[config.mk]
export PLATFORM = sky130hd
export DESIGN_NAME = fpu_chk_dly
export DESIGN_NICKNAME = d
export VERILOG_FILES = /design/src/rtl/fpu_chk_pkg.sv /design/src/rtl/fpu_chk_dly.sv
export SDC_FILE = /design/constraint.sdc
export NUM_CORES = 1
export LEC_CHECK = 0
export BUFFER_PORTS_ARGS = -buffer_cell sky130_fd_sc_hd__buf_4
export CELL_PAD_IN_SITES_DETAIL_PLACEMENT = 0
export CELL_PAD_IN_SITES_GLOBAL_PLACEMENT = 1
export CORE_MARGIN = 2
export CORE_UTILIZATION = 35
export DETAILED_ROUTE_END_ITERATION = 12
export PLACE_DENSITY = 0.81
export SLEW_MARGIN = 20
export SYNTH_ARGS = -nofsm -noshare
export SYNTH_HDL_FRONTEND = slang
export SYNTH_SLANG_ARGS = --single-unit
[constraint.sdc]
create_clock -name ACLK -period 1.9 [get_ports ACLK]
set_clock_uncertainty 0.05 [all_clocks]
set_input_delay 0.285 -clock ACLK [delete_from_list [all_inputs] [get_ports ACLK]]
set_output_delay 0.285 -clock ACLK [all_outputs]
set_load 0.02 [all_outputs]
[src/rtl/fpu_chk_pkg.sv]
// -----------------------------------------------------------------------------
// fpu_chk_pkg
// Shared definitions for the FPU result checker: checker FSM state encoding,
// default FPU pipeline latency, delay-line entry width and a single-precision
// NaN detector.
// -----------------------------------------------------------------------------
package fpu_chk_pkg;

   // Default number of cycles from operand drive to a valid FPU result.
   localparam int LAT_DEF = 2;

   // Delay-line entry: {valid, expected result[31:0], operand ex1[31:0]}.
   localparam int DLY_W = 65;

   typedef enum logic [1:0] {
      ST_IDLE  = 2'd0,
      ST_RUN   = 2'd1,
      ST_DRAIN = 2'd2,
      ST_DONE  = 2'd3
   } state_e;

   // IEEE-754 single precision NaN: all-ones exponent, non-zero fraction.
   function automatic logic is_nan(input logic [31:0] f);
      return (f[30:23] == 8'hFF) && (f[22:0] != 23'd0);
   endfunction

endpackage : fpu_chk_pkg

[src/rtl/fpu_chk_dly.sv]
// -----------------------------------------------------------------------------
// fpu_chk_dly
// DEPTH-stage shift register that realigns each checker entry with the FPU
// result it belongs to. Bit W-1 of every entry is its valid flag.
//
// Ports
//   ACLK      in   clock, rising edge
//   RST       in   asynchronous active-high reset (clears valid flags only)
//   din       in   [W-1:0] entry pushed every cycle
//   dout      out  [W-1:0] entry pushed DEPTH edges ago
//   any_valid out  at least one stage holds a valid entry
// -----------------------------------------------------------------------------
module fpu_chk_dly
   import fpu_chk_pkg::*;
#(
   parameter int W     = DLY_W,
   parameter int DEPTH = LAT_DEF
) (
   input  logic         ACLK,
   input  logic         RST,
   input  logic [W-1:0] din,
   output logic [W-1:0] dout,
   output logic         any_valid
);

   logic [DEPTH-1:0] valid_q, valid_d;
   logic [W-2:0]     data_q [DEPTH];
   logic [W-2:0]     data_d [DEPTH];

   // NOTE: every signal written here gets a value before any branch or loop,
   // so no path can leave it unassigned and infer a latch.
   always_comb begin
      valid_d[0] = din[W-1];
      data_d[0]  = din[W-2:0];
      for (int i = 1; i < DEPTH; i++) begin
         valid_d[i] = valid_q[i-1];
         data_d[i]  = data_q[i-1];
      end
   end

   // NOTE: sequential state uses non-blocking assignment so every flop samples
   // the pre-edge value of its source, independent of statement order.
   always_ff @(posedge ACLK or posedge RST) begin
      if (RST) begin
         valid_q <= '0;
      end else begin
         valid_q <= valid_d;
      end
   end

   // NOTE: the payload is deliberately not reset; it is only ever observed
   // behind a valid flag, and leaving it reset-free keeps it plain storage.
   always_ff @(posedge ACLK) begin
      data_q <= data_d;
   end

   assign dout      = {valid_q[DEPTH-1], data_q[DEPTH-1]};
   assign any_valid = |valid_q;

endmodule : fpu_chk_dly

==> impl_metrics.env <==
export IMPL_status="completed"
export IMPL_arrival_ns=1.25
export IMPL_area_delta_synth_final_pct=89.9
export IMPL_period_share_pct=83.4
export IMPL_maxSlewHeadroom_pct=81.9
export IMPL_ys_types=5
export IMPL_coreArea_mm2=0.00725
export IMPL_rows=31
export IMPL_clock_latency_ns=0.49
export IMPL_cts_path_max_buffers=2
export IMPL_numPortBuffers=132
export IMPL_avgSynthCellArea_um2=19.8
export IMPL_synth_edff_count=0
export IMPL_drtAntennaViolNets=0
export IMPL_tns_ns=0
export IMPL_multiInputGateArea_um2=6.26
export IMPL_cp_required_ns=1.56
export IMPL_peakVddDrop_uv=709
export IMPL_die_area_mm2=0.00822
export IMPL_n_antenna_cell=0
export IMPL_dr_total_vias=1709
export IMPL_grt_overflow=0
export IMPL_fill_cells=498
export IMPL_intPower_uw=5240
export IMPL_avgViaCountPerCell=3.71
export IMPL_ys_ff_latch=130
export IMPL_fmax_mhz=631
export IMPL_netSwitchingPower_uw=1250
export IMPL_setup_viol_count_final=0
export IMPL_drv_slew=0
export IMPL_ios=133
export IMPL_static_leakage_power_uw=0.00231
export IMPL_regArea_mm2=0.00261
export IMPL_drc=0
export IMPL_htree_levels=4
export IMPL_clkTransAtPathRegs_ns=0.05
export IMPL_p_clk_share_pct=48.5
export IMPL_drive_above_1_share_pct=44.5
export IMPL_cp_end_kind="output port"
export IMPL_period_minus_slack_ns=1.58
export IMPL_ys_seq_area_share_pct=99.3
export IMPL_grt_usage_pct=14.2
export IMPL_power_density_mw_per_mm2=1300
export IMPL_maxCapViolCount=0
export IMPL_rsz0062_at_grt="false"
export IMPL_start_kind="flop"
export IMPL_cts_sinks=130
export IMPL_syn_inst=133
export IMPL_synth_largest_area_cell="dfxtp_1"
export IMPL_syn_nets=200
export IMPL_firstDrtPassIters=4
export IMPL_p_sw_share_pct=19.3
export IMPL_worst_pin_slew_ns=0.272
export IMPL_p_comb_share_pct=6.6
export IMPL_synth_top_cells_by_count="dfxtp_1 (128), dfrtp_1 (2), buf_4 (1), inv_1 (1), or2_1 (1)"
export IMPL_die_x_um=90.7
export IMPL_synth_area_leaders="dfxtp_1 (97%), dfrtp_1 (1.9%), buf_4 (0.29%), or2_1 (0.24%), inv_1 (0.14%)"
export IMPL_antenna_found_initial=0
export IMPL_hold_violations=0
export IMPL_p_seq_share_pct=44.9
export IMPL_layout_cells_non_filler=461
export IMPL_dp_cells=363
export IMPL_drtIter0Drc=12
export IMPL_die_height_um=90.7
export IMPL_synth_top_cell_area_share_pct=97.4
export IMPL_min_path_type="in2async"
export IMPL_fin_nets=416
export IMPL_start_util_pct=36.3
export IMPL_cts_tree="done"
export IMPL_yosysWarnings=0
export IMPL_ys_async_sr_fraction_pct=1.54
export IMPL_synth_main_ff_cell="dfxtp_1"
export IMPL_grt_max_degree=17
export IMPL_cp_max_fo=2
export IMPL_grt_pass1_vias=1930
export IMPL_yosys_cell_count_top_type="dfxtp_1"
export IMPL_cts_buffers=17
export IMPL_cts_root_buf="clkbuf_8"
export IMPL_wl_per_cell_um=11.6
export IMPL_netlist_area_mm2=0.00263
export IMPL_grt_pass1_wl_um=8690
export IMPL_globalplace_congestion=0.602
export IMPL_wirelength_um=5330
export IMPL_cts_resized=0
export IMPL_crit_type="reg2out"
power by group through the flow:
stage	sequential, uW	clock [uW]	combinational, uW
5_1_grt	2930	3370	449
3_5_place_dp	2970	0	317
4_1_cts	2910	3230	427
6_report	2910	3150	426
2_1_floorplan	3050	0	6.07
3_3_place_gp	2960	0	313
stage by stage:
step | hold WS, ns | setup slack (ns) | cell area (um2) | power (uW) | util (%)
floorplan | -0.0238 | 0.918 | 2630 | 3060 | -
finish | 0.156 | 0.316 | 4990 | 6490 | 68.8
global route | 0.128 | 0.248 | 4990 | 6750 | 68.8
CTS | 0.116 | 0.277 | 4990 | 6570 | 68.8
detailed placement | 0.0971 | 0.817 | 3740 | 3290 | 51.5
global placement | 0.0960 | 0.836 | 3740 | 3280 | 51.5
final cells by class:
cell class / instances / area share [%]
inverters: 1 / 0.0752
repair buffers: 198 / 33.1
clock inverters: 9 / 2.58
multi-input cells: 1 / 0.125
well taps: 99 / 2.48
flip-flops and latches: 130 / 52.3
clock buffers: 23 / 9.35
routing by layer:
layer  part of all wire (%)  GRT usage, %  vias to the layer above
met5                      0             0                        -
met4                   0.66          6.54                        0
met3                     10          8.01                        4
met2                     55          25.6                       90
met1                     34          12.9                      770
li1                       -             -                      845
state kept, by name, summed over array words and instances, names as in the netlist:
| register | cells |
|---|---|
| data_d | 64 |
| dout | 64 |
| valid_q | 2 |
final timing paths:
check	start	end	slack, ns	cells after the start
setup / recovery	valid_q[1]$_DFF_PP0_	any_valid	0.32	2
hold / removal	RST	valid_q[1]$_DFF_PP0_	0.16	3
setup reg to reg	valid_q[0]$_DFF_PP0_	valid_q[1]$_DFF_PP0_	1.37	0
hold reg to reg	data_d[5]$_DFF_P_	dout[5]$_DFF_P_	0.27	0
max in group asynchronous	RST	valid_q[0]$_DFF_PP0_	1.54	3
min in group ACLK	data_d[5]$_DFF_P_	dout[5]$_DFF_P_	0.27	0
critical path: stages, from the launching register on:
cell and delay (ns):
dfrtp_1 0.37, or2_1 0.23, buf_4 0.16
layout by cell type (no fill, tap or decap), drive strengths merged:
cell type / Yosys / layout
clkbuf: 0 / 23
bufinv: 0 / 3
dlygate4sd3: 0 / 66
dfrtp: 2 / 2
inv: 1 / 1
buf: 1 / 132
clkinvlp: 0 / 2
dfxtp: 128 / 128
clkinv: 0 / 4
or2: 1 / 1
timing repair:
| action | 4_1_cts | 5_1_grt |
|---|---|---|
| hold buffers | 66 | 0 |
| setup buffers | 0 | 0 |
| endpoints found under the hold margin | 67 | 0 |
cells by family (layout without fill, tap and decap cells):
| group | count (synthesis) | after routing | synth area share [%] |
|---|---|---|---|
| flip-flops | 130 | 130 | 99.3 |
| buffers and inverters | 2 | 231 | 0.428 |
| AND/OR/NAND/NOR | 1 | 1 | 0.238 |
Power figures use the tool's default switching activity.
